## src/rtl/calr_pkg.sv

```systemverilog
// calr_pkg: shared state encoding, rice limit and cRiceParam adaptation rule for the CALR scheduler
package calr_pkg;
  typedef enum logic [1:0] {IDLE, START, WAIT, OUT} state_e;
  localparam int MAX_RICE_DEF = 4;
  // abs_lvl is two bits wider than any value so base+value cannot overflow
  function automatic logic [3:0] rice_update(input logic [3:0] used, input logic [1:0] base,
                                             input logic [31:0] value, input logic [3:0] max_rice);
    logic [33:0] abs_lvl;
    logic [33:0] thr;
    logic [4:0] nxt;
    abs_lvl = {2'b00, value} + {32'd0, base};
    thr = 34'd3 << used;
    nxt = {1'b0, used} + {4'd0, abs_lvl > thr};
    return (nxt > {1'b0, max_rice}) ? max_rice : nxt[3:0];
  endfunction
endpackage

```

## src/rtl/calr_rice_sched.sv

```systemverilog
// calr_rice_sched: single-in-flight sequencer feeding the CALR binarization engine with adaptive cRiceParam
// Optional watchdog on the engine done wait: define CALR_SCHED_TIMEOUT_EN.
module calr_rice_sched
  import calr_pkg::*;
#(
  parameter int VALUE_WIDTH    = 16,
  parameter int BIN_WIDTH      = 16,
  parameter int MAX_RICE       = MAX_RICE_DEF,
  parameter int TIMEOUT_CYCLES = 64
) (
  input  logic                   clk,
  input  logic                   rst,
  input  logic                   in_valid,
  output logic                   in_ready,
  input  logic [VALUE_WIDTH-1:0] in_value,
  input  logic [1:0]             in_base_level,
  input  logic                   in_sb_first,
  output logic                   eng_start,
  output logic [VALUE_WIDTH-1:0] eng_value,
  output logic [3:0]             eng_rice,
  input  logic                   eng_done,
  input  logic [BIN_WIDTH-1:0]   eng_bins,
  input  logic [BIN_WIDTH-1:0]   eng_len,
  output logic                   out_valid,
  input  logic                   out_ready,
  output logic [BIN_WIDTH-1:0]   out_bins,
  output logic [BIN_WIDTH-1:0]   out_len,
  output logic [3:0]             out_rice,
`ifdef CALR_SCHED_TIMEOUT_EN
  output logic                   err,
`endif
  output logic                   busy
);
  state_e                 state_q;
  logic [VALUE_WIDTH-1:0] value_q;
  logic [1:0]             base_q;
  logic [3:0]             eng_rice_q, rice_q, rice_d, out_rice_q;
  logic [BIN_WIDTH-1:0]   out_bins_q, out_len_q;
`ifdef CALR_SCHED_TIMEOUT_EN
  localparam int CW = $clog2(TIMEOUT_CYCLES + 1);
  logic [CW-1:0] cnt_q;
  logic          err_q;
  assign err = err_q;
`endif
  assign rice_d = rice_update(eng_rice_q, base_q, 32'(value_q), 4'(MAX_RICE));
  always_ff @(posedge clk or negedge rst) begin
    if (!rst) begin
      state_q    <= IDLE;
      value_q    <= '0;
      base_q     <= '0;
      eng_rice_q <= '0;
      rice_q     <= '0;
      out_rice_q <= '0;
      out_bins_q <= '0;
      out_len_q  <= '0;
`ifdef CALR_SCHED_TIMEOUT_EN
      cnt_q      <= '0;
      err_q      <= 1'b0;
`endif
    end else begin
      case (state_q)
        IDLE: if (in_valid) begin
          value_q    <= in_value;
          base_q     <= in_base_level;
          eng_rice_q <= in_sb_first ? 4'd0 : rice_q;
          state_q    <= START;
        end
        START: begin
`ifdef CALR_SCHED_TIMEOUT_EN
          cnt_q   <= '0;
`endif
          state_q <= WAIT;
        end
        // done is only trusted here; in START it may still be left over from the previous run
        WAIT: if (eng_done) begin
          out_bins_q <= eng_bins;
          out_len_q  <= eng_len;
          out_rice_q <= eng_rice_q;
          rice_q     <= rice_d;
          state_q    <= OUT;
        end
`ifdef CALR_SCHED_TIMEOUT_EN
        else if (cnt_q == CW'(TIMEOUT_CYCLES - 1)) begin
          err_q   <= 1'b1;
          state_q <= IDLE;
        end else cnt_q <= cnt_q + 1'b1;
`endif
        default: if (out_ready) state_q <= IDLE;
      endcase
    end
  end
  assign in_ready  = state_q == IDLE;
  assign eng_start = state_q == START;
  assign out_valid = state_q == OUT;
  assign busy      = state_q != IDLE;
  assign eng_value = value_q;
  assign eng_rice  = eng_rice_q;
  assign out_bins  = out_bins_q;
  assign out_len   = out_len_q;
  assign out_rice  = out_rice_q;
endmodule

```

## config.mk

```make
export PLATFORM = sky130hd
export DESIGN_NAME = calr_rice_sched
export DESIGN_NICKNAME = d
export VERILOG_FILES = /design/src/rtl/calr_pkg.sv /design/src/rtl/calr_rice_sched.sv
export SDC_FILE = /design/constraint.sdc
export NUM_CORES = 1
export LEC_CHECK = 0
export ABC_AREA = 1
export CORE_MARGIN = 5
export CORE_UTILIZATION = 50
export DETAILED_ROUTE_END_ITERATION = 12
export PLACE_DENSITY = 0.86
export SLEW_MARGIN = 5
export SYNTH_ARGS = -nofsm -noshare
export SYNTH_HDL_FRONTEND = slang
export SYNTH_SLANG_ARGS = --single-unit
```

## constraint.sdc

```tcl
create_clock -name clk -period 5.19 [get_ports clk]
set_clock_uncertainty 0.05 [all_clocks]
set_input_delay 1.038 -clock clk [delete_from_list [all_inputs] [get_ports clk]]
set_output_delay 1.038 -clock clk [all_outputs]
set_load 0.01 [all_outputs]
```

==> flow_summary_export.csv, run 1 <==
group,metric,value,unit
sta,fin_crit,3510,ps
critical_path,endpoint_kind,"register",
sta,min_period_over_period,67.6,%
critical_path,worstSetupPathType,"register to register",
layout,finish.instance_area,0.00487,mm^2
critical_path,required,5410,ps
cts,clkSinkCount,64,
sta,rsz0062_at_grt,"false",
cts,clk_latency,330,ps
layout,final_nets,646,
layout,drive_gt1_share,3.90,%
global_route,grt_start_max_net_pins,65,
sta,setup_violations,0,
cts,cts_repair_resize_count,0,
global_route,grt_pass1_wl,14.8,mm
pwr,leakagePower,2.46,nW
logic_synthesis,syn_inst,447,
sta,fin_setup_tns,0,ps
sta,fmax,0.285,GHz
critical_path,cp_max_fo,4,
cts,cts_root_buf,"clkbuf_8",
logic_synthesis,synth-seq-cells,64,
global_route,grt.total_usage,21.2,%
logic_synthesis,synth_fp_nets,532,
cts,post-cts-setup-buffer-count,0,
logic_synthesis,syn_avg_cell_area,7.82,um^2
sta,slew_headroom,40.4,%
placement,port_buffers,115,
placement,placed_area,0.00471,mm^2
floorplan,die_area,0.00876,mm^2
critical_path,start_kind,"register",
floorplan,fp.coreArea,0.00679,mm^2
cts,cts_hold_buf,0,
global_route,antenna_found_initial,0,
sta,hold_viol_final,0,
route,finalWirelength,8.99,mm
layout,n_fill_cell,537,
layout,antenna_cells,0,
sta,whs,430,ps
run,maxCapViolations,0,
layout,syn_to_final_growth,39.4,%
layout,layout_common_cells,"210 x nand2_1, 114 x clkdlybuf4s50_1, 64 x dfrtp_1, 39 x inv_1, 28 x ha_1",
global_route,grt_pass1_vias,3262,
floorplan,initial_core_util,51.4,%
logic_synthesis,syn-cell-area,0.00349,mm^2
pwr,powerDensity,567,mW/mm^2
logic_synthesis,seq_area_frac_synth,45.8,%
route,drc,0,
layout,mostFrequentLayoutCell,"nand2_1",
logic_synthesis,synth_cell_types,27,
cts,clock_path_buffers,2,
global_route,grt-ovfl-total,0,
pwr,vdd.ir_drop.worst,0.279,mV
route,antenna_left,0,
critical_path,arrival,3730,ps
sta,drv_slew,0,
route,wl_per_cell,13.6,um
route,avgViaCountPerCell,4.97,
placement,gp_routability_congestion,0.884,
route,num_vias,3282,
cts,cts_buffers,9,
run_status,status,"completed",
floorplan,pin_count,116,
route,drt_pass1_iterations,5,
critical_path,reg2reg_slack,1680,ps
sta,worst_pin_slew,888,ps
worst_hold_path,holdCritPathClass,"register to register",
logic_synthesis,synth_warnings,0,
cts,cts_tree,"yes",
cts,clk_pin_slew_worst_paths,70,ps
route,drtIter0Drc,151,
cts,ctsHtreeMaxLevel,3,
floorplan,die_w,93.6,um
floorplan,fp.dieH,93.6,um
placement,dp_hpwl,6.70,mm
floorplan,rows,30,
[per-layer routing]
layer / wire length (um) / global-route usage (%) / up-vias
met5: 0 / 0 / -
met4: 139 / 6.62 / 0
li1: - / - / 1617
met2: 4400 / 35.4 / 127
met3: 735 / 6.60 / 16
met1: 3710 / 26.2 / 1522
[cells in the mapped netlist]
| library cell | n | share of area [%] |
|---|---|---|
| nand2_1 | 210 | 23 |
| dfrtp_1 | 64 | 46 |
| inv_1 | 39 | 4.2 |
| ha_1 | 28 | 10 |
| o21ai_0 | 20 | 2.9 |
| nand3_1 | 17 | 2.4 |
| nor2_1 | 17 | 1.8 |
| a21oi_1 | 8 | 1.1 |
| xor2_1 | 8 | 2.0 |
| buf_2 | 6 | 0.86 |
| clkbuf_1 | 6 | 0.64 |
| nor3_1 | 5 | 0.72 |
| nand4_1 | 3 | 0.54 |
| xnor2_1 | 3 | 0.75 |
| a21o_1 | 1 | 0.21 |
| buf_1 | 1 | 0.11 |
| clkinv_1 | 1 | 0.11 |
| fa_1 | 1 | 0.57 |
| nand2_2 | 1 | 0.18 |
| nand3_2 | 1 | 0.29 |
| nand3b_4 | 1 | 0.57 |
| nor2_2 | 1 | 0.18 |
| nor3_2 | 1 | 0.29 |
| nor3_4 | 1 | 0.47 |
| o21ai_1 | 1 | 0.14 |
| o21bai_1 | 1 | 0.21 |
| o221ai_1 | 1 | 0.25 |
[where the power goes]
part	switching (W)	internal, W
clock	0.000184	0.000178
sequential	0.000208	0.000721
combinational	0.000762	0.000711
total	0.00115	0.00161
[layout make-up]
class | count | area [um^2] | area share [%]
clock buffers | 10 | 138 | 2.83
clock inverters | 4 | 22.5 | 0.462
inverters | 40 | 150 | 3.08
multi-input cells | 330 | 1690 | 34.6
flip-flops and latches | 64 | 1600 | 32.9
well taps | 96 | 120 | 2.47
repair buffers | 116 | 1150 | 23.7
[worst paths after layout]
| kind | start | to | cells past startpoint |
|---|---|---|---|
| max reg2reg | eng_value[1] | rice_q[1] | 21 |
| min | out_bins[11] | out_bins[11] | 2 |
| min reg2reg | out_bins[11] | out_bins[11] | 2 |
| min in group asynchronous | rst | out_bins[1] | 2 |
| max in group asynchronous | rst | eng_value[15] | 2 |
| max | eng_value[1] | rice_q[1] | 21 |
[state kept, by name (all words and copies together), names as in the netlist]
signal / flops
out_bins: 16
rice_q: 4
base_q: 2
out_len: 16
eng_rice: 4
state_q: 2
out_rice: 4
eng_value: 16
[critical path, stage by stage (launching register included)]
cell and delay (ps):
dfrtp_1 430, ha_1 310, nand2_1 50, nand2_1 80
nand4_1 210, nor2_1 280, nand3_1 100, nand2_1 70
nand2_1 50, ha_1 300, nand2_1 60, nor2_1 130
nand2_1 110, nor3_1 170, a21oi_1 60, ha_1 210
ha_1 210, o21ai_0 170, nand2_1 90, a21oi_1 160
nand2_1 70, nand2_1 60
[kinds of logic after synthesis]
logic type / count (synthesis) / share of synthesized area [%]
adder cells (fa/ha/maj): 29 / 10.6
flip-flops: 64 / 45.8
XOR/XNOR: 11 / 2.76
buffers and inverters: 53 / 5.91
AND/OR/NAND/NOR: 258 / 30.1
AO/OA/AOI/OAI: 32 / 4.84
[metrics by stage]
step | utilization, % | power (W) | cells | worst slack (ps)
floorplan | - | 0.00170 | 447 | 2070
global placement | 69.3 | 0.00233 | 646 | 1630
detailed placement | 69.3 | 0.00240 | 646 | 1600
CTS | 71.7 | 0.00278 | 660 | 1680
global route | 71.7 | 0.00300 | 660 | 1310
finish | 71.7 | 0.00276 | 660 | 1680
Note: power is estimated with default switching activity, not from simulation.
==> inputs of run 2 (changes only) <==
CORE_UTILIZATION = 46   (was 50)
PLACE_DENSITY = 0.8   (was 0.86)
clock period = 3.3 ns   (was 5.19 ns; I/O delays follow)
==> flow_summary_export.csv, run 2 (same netlist as run 1, synthesis figures left out) <==
group,metric,value,unit
run_status,status,"finished with violations",
run_status,violations,"setup timing",
critical_path,cp_max_fo,4,
floorplan,pin_count,116,
route,routed.top_layer,"met4",
floorplan,fp.dieH,97.1,um
sta,fin_setup_tns,-19.7,ps
pwr,power.share.sequential,30.3,%
cts,ctsHtreeMaxLevel,3,
sta,setup_violations,1,
route,drtIter0Drc,142,
critical_path,crit_path_cell_trace,"buf_4, buf_4, fa_2, nand3_4, nor3_4, buf_4, xor2_1, ha_1, nand2_1, nor2_2, nand3_1, nor2_2, nor2_2, a21oi_2, ha_4, ha_4, xor2_2, a21oi_2, nand2_1, nand2_1",
critical_path,crit_family,"adder cells",
route,drc,0,
critical_path,required,3490,ps
layout,drive_gt1_share,11.0,%
pwr,p_int,0.00273,W
pwr,p_sw_share,41.9,%
sta,drv_slew,0,
layout,n_fill_cell,583,
route,wl_met1,4.12,mm
floorplan,die_w,97.1,um
floorplan,fp.coreArea,0.00733,mm^2
sta,fin_crit,3320,ps
pwr,p_switching,0.00197,W
layout,final_nets,663,
sta,min_period_over_period,101,%
route,drt_pass1_iterations,4,
cts,clk_pin_slew_worst_paths,90,ps
pwr,powerDensity,907,mW/mm^2
placement,dp_hpwl,7.05,mm
layout,syn_to_final_growth,48.3,%
pwr,comb_power_share,54.9,%
global_route,antenna_found_initial,0,
layout,seqCellArea,0.00160,mm^2
critical_path,start_kind,"register",
route,avgViaCountPerCell,4.88,
layout,multi_input_area,0.00180,mm^2
placement,port_buffers,115,
critical_path,worstSetupPathType,"register to register",
cts,cts_hold_buf,0,
critical_path,cp_slowest_cell,"dfrtp_1",
run,maxCapViolations,0,
worst_hold_path,holdCritPathClass,"register to register",
global_route,grt_start_max_net_pins,52,
pwr,leakagePower,2.57,nW
floorplan,initial_core_util,47.7,%
route,num_vias,3331,
placement,gp_routability_congestion,0.966,
critical_path,path_buf_inv,3,
route,wl_per_cell,14.4,um
cts,cts_buffers,9,
critical_path,arrival,3510,ps
route,finalWirelength,9.84,mm
cts,clk_latency,350,ps
route,antenna_left,0,
floorplan,die_area,0.00944,mm^2
cts,clock_path_buffers,2,
sta,slew_headroom,22.3,%
layout,fin_util,70.7,%
cts,cts_root_buf,"clkbuf_8",
global_route,grt_pass1_wl,16.4,mm
pwr,clkPwrFrac,14.8,%
pwr,vdd.ir_drop.worst,0.413,mV
pwr,p_total,0.00470,W
cts,clkSinkCount,64,
cts,cts_tree,"yes",
sta,whs,434,ps
global_route,grt_pass1_vias,3504,
layout,layout_common_cells,"205 x nand2_1, 114 x clkdlybuf4s50_1, 64 x dfrtp_1, 38 x inv_1, 24 x ha_1",
layout,antenna_cells,0,
critical_path,endpoint_kind,"register",
sta,hold_viol_final,0,
sta,setup_slack,-19.7,ps
layout,mostFrequentLayoutCell,"nand2_1",
critical_path,crit_path_max_incr_delay,390,ps
route,met2_length,4.77,mm
route,dr_wl_met3,773,um
sta,worst_pin_slew,1160,ps
global_route,grt.total_usage,21.2,%
floorplan,rows,31,
sta,rsz0062_at_grt,"true",
sta,fmax,0.301,GHz
global_route,grt-ovfl-total,0,
==> run 2: cell types whose count changed in the layout (fill, tap and decap cells not counted), sizes merged <==
cell / previous run / this run
clkinv: 4 / 2
clkbuf: 10 / 9
buf: 2 / 19
bufinv: 0 / 1
inv: 39 / 41
clkinvlp: 1 / 3
==> run 2: timing repair <==
item,CTS,global route
cloned,0,0
setup endpoints to repair,3,3
buffers inserted,6,3
hold endpoints to repair,0,0
resized for setup,17,14
pin swaps,13,16
==> run 2: tightest hold or removal path, stage by stage, from the launching register on <==
cell and delay (ps):
dfrtp_1 350, nand2_1 50, nand2_1 50
==> run 2: metrics by stage <==
| stage | cell area, um^2 | instances | setup WS, ps |
|---|---|---|---|
| 5_1_grt | 5180 | 682 | -207 |
| 2_1_floorplan | 3490 | 447 | 184 |
| 4_1_cts | 5110 | 679 | 17.8 |
| 3_3_place_gp | 4790 | 657 | 64.5 |
| 6_report | 5180 | 682 | -19.7 |
| 3_5_place_dp | 4790 | 657 | -83.3 |
==> run 2: routing by layer <==
metal	track usage, %	vias to the layer above
met5	0	-
met4	8.21	0
met3	8.33	14
met2	34.6	120
met1	25.2	1543
li1	-	1654
==> run 2: power groups by stage <==
| stage | logic (W) | registers, W | clock network (W) |
|---|---|---|---|
| after detailed placement | 0.00241 | 0.00142 | 0 |
| final | 0.00258 | 0.00143 | 0.000694 |
| after global placement | 0.00233 | 0.00141 | 0 |
| after global routing | 0.00290 | 0.00147 | 0.000754 |
| after CTS | 0.00253 | 0.00142 | 0.000715 |
| after floorplan | 0.00115 | 0.00153 | 0 |
==> run 2: final cells by class <==
cell class                      instances  share of cell area [%]
Multi-Input combinational cell        330                    34.8
Tap cell                               99                    2.39
Inverter                               40                    2.90
Clock inverter                          7                    1.52
Clock buffer                            9                    2.39
Timing Repair Buffer                  133                    25.0
Sequential cell                        64                    30.9
==> run 2: path summary, 6_finish.rpt <==
path | startpoint | to | slack (ps) | cells past startpoint
max | base_q[1] | rice_q[1] | -20 | 20
max in group asynchronous | rst | out_len[8] | 1870 | 2
max reg2reg | base_q[1] | rice_q[1] | -20 | 20
min reg2reg | out_len[3] | out_len[3] | 430 | 2
min in group asynchronous | rst | eng_value[4] | 500 | 1
min | out_len[3] | out_len[3] | 430 | 2
==> inputs of run 3 (changes only) <==
CAP_MARGIN = 0   (was default)
CTS_CLUSTER_SIZE = 8   (was default)
==> results of run 3 <==
Final layout, timing and power as in run 2 (identical DEF).
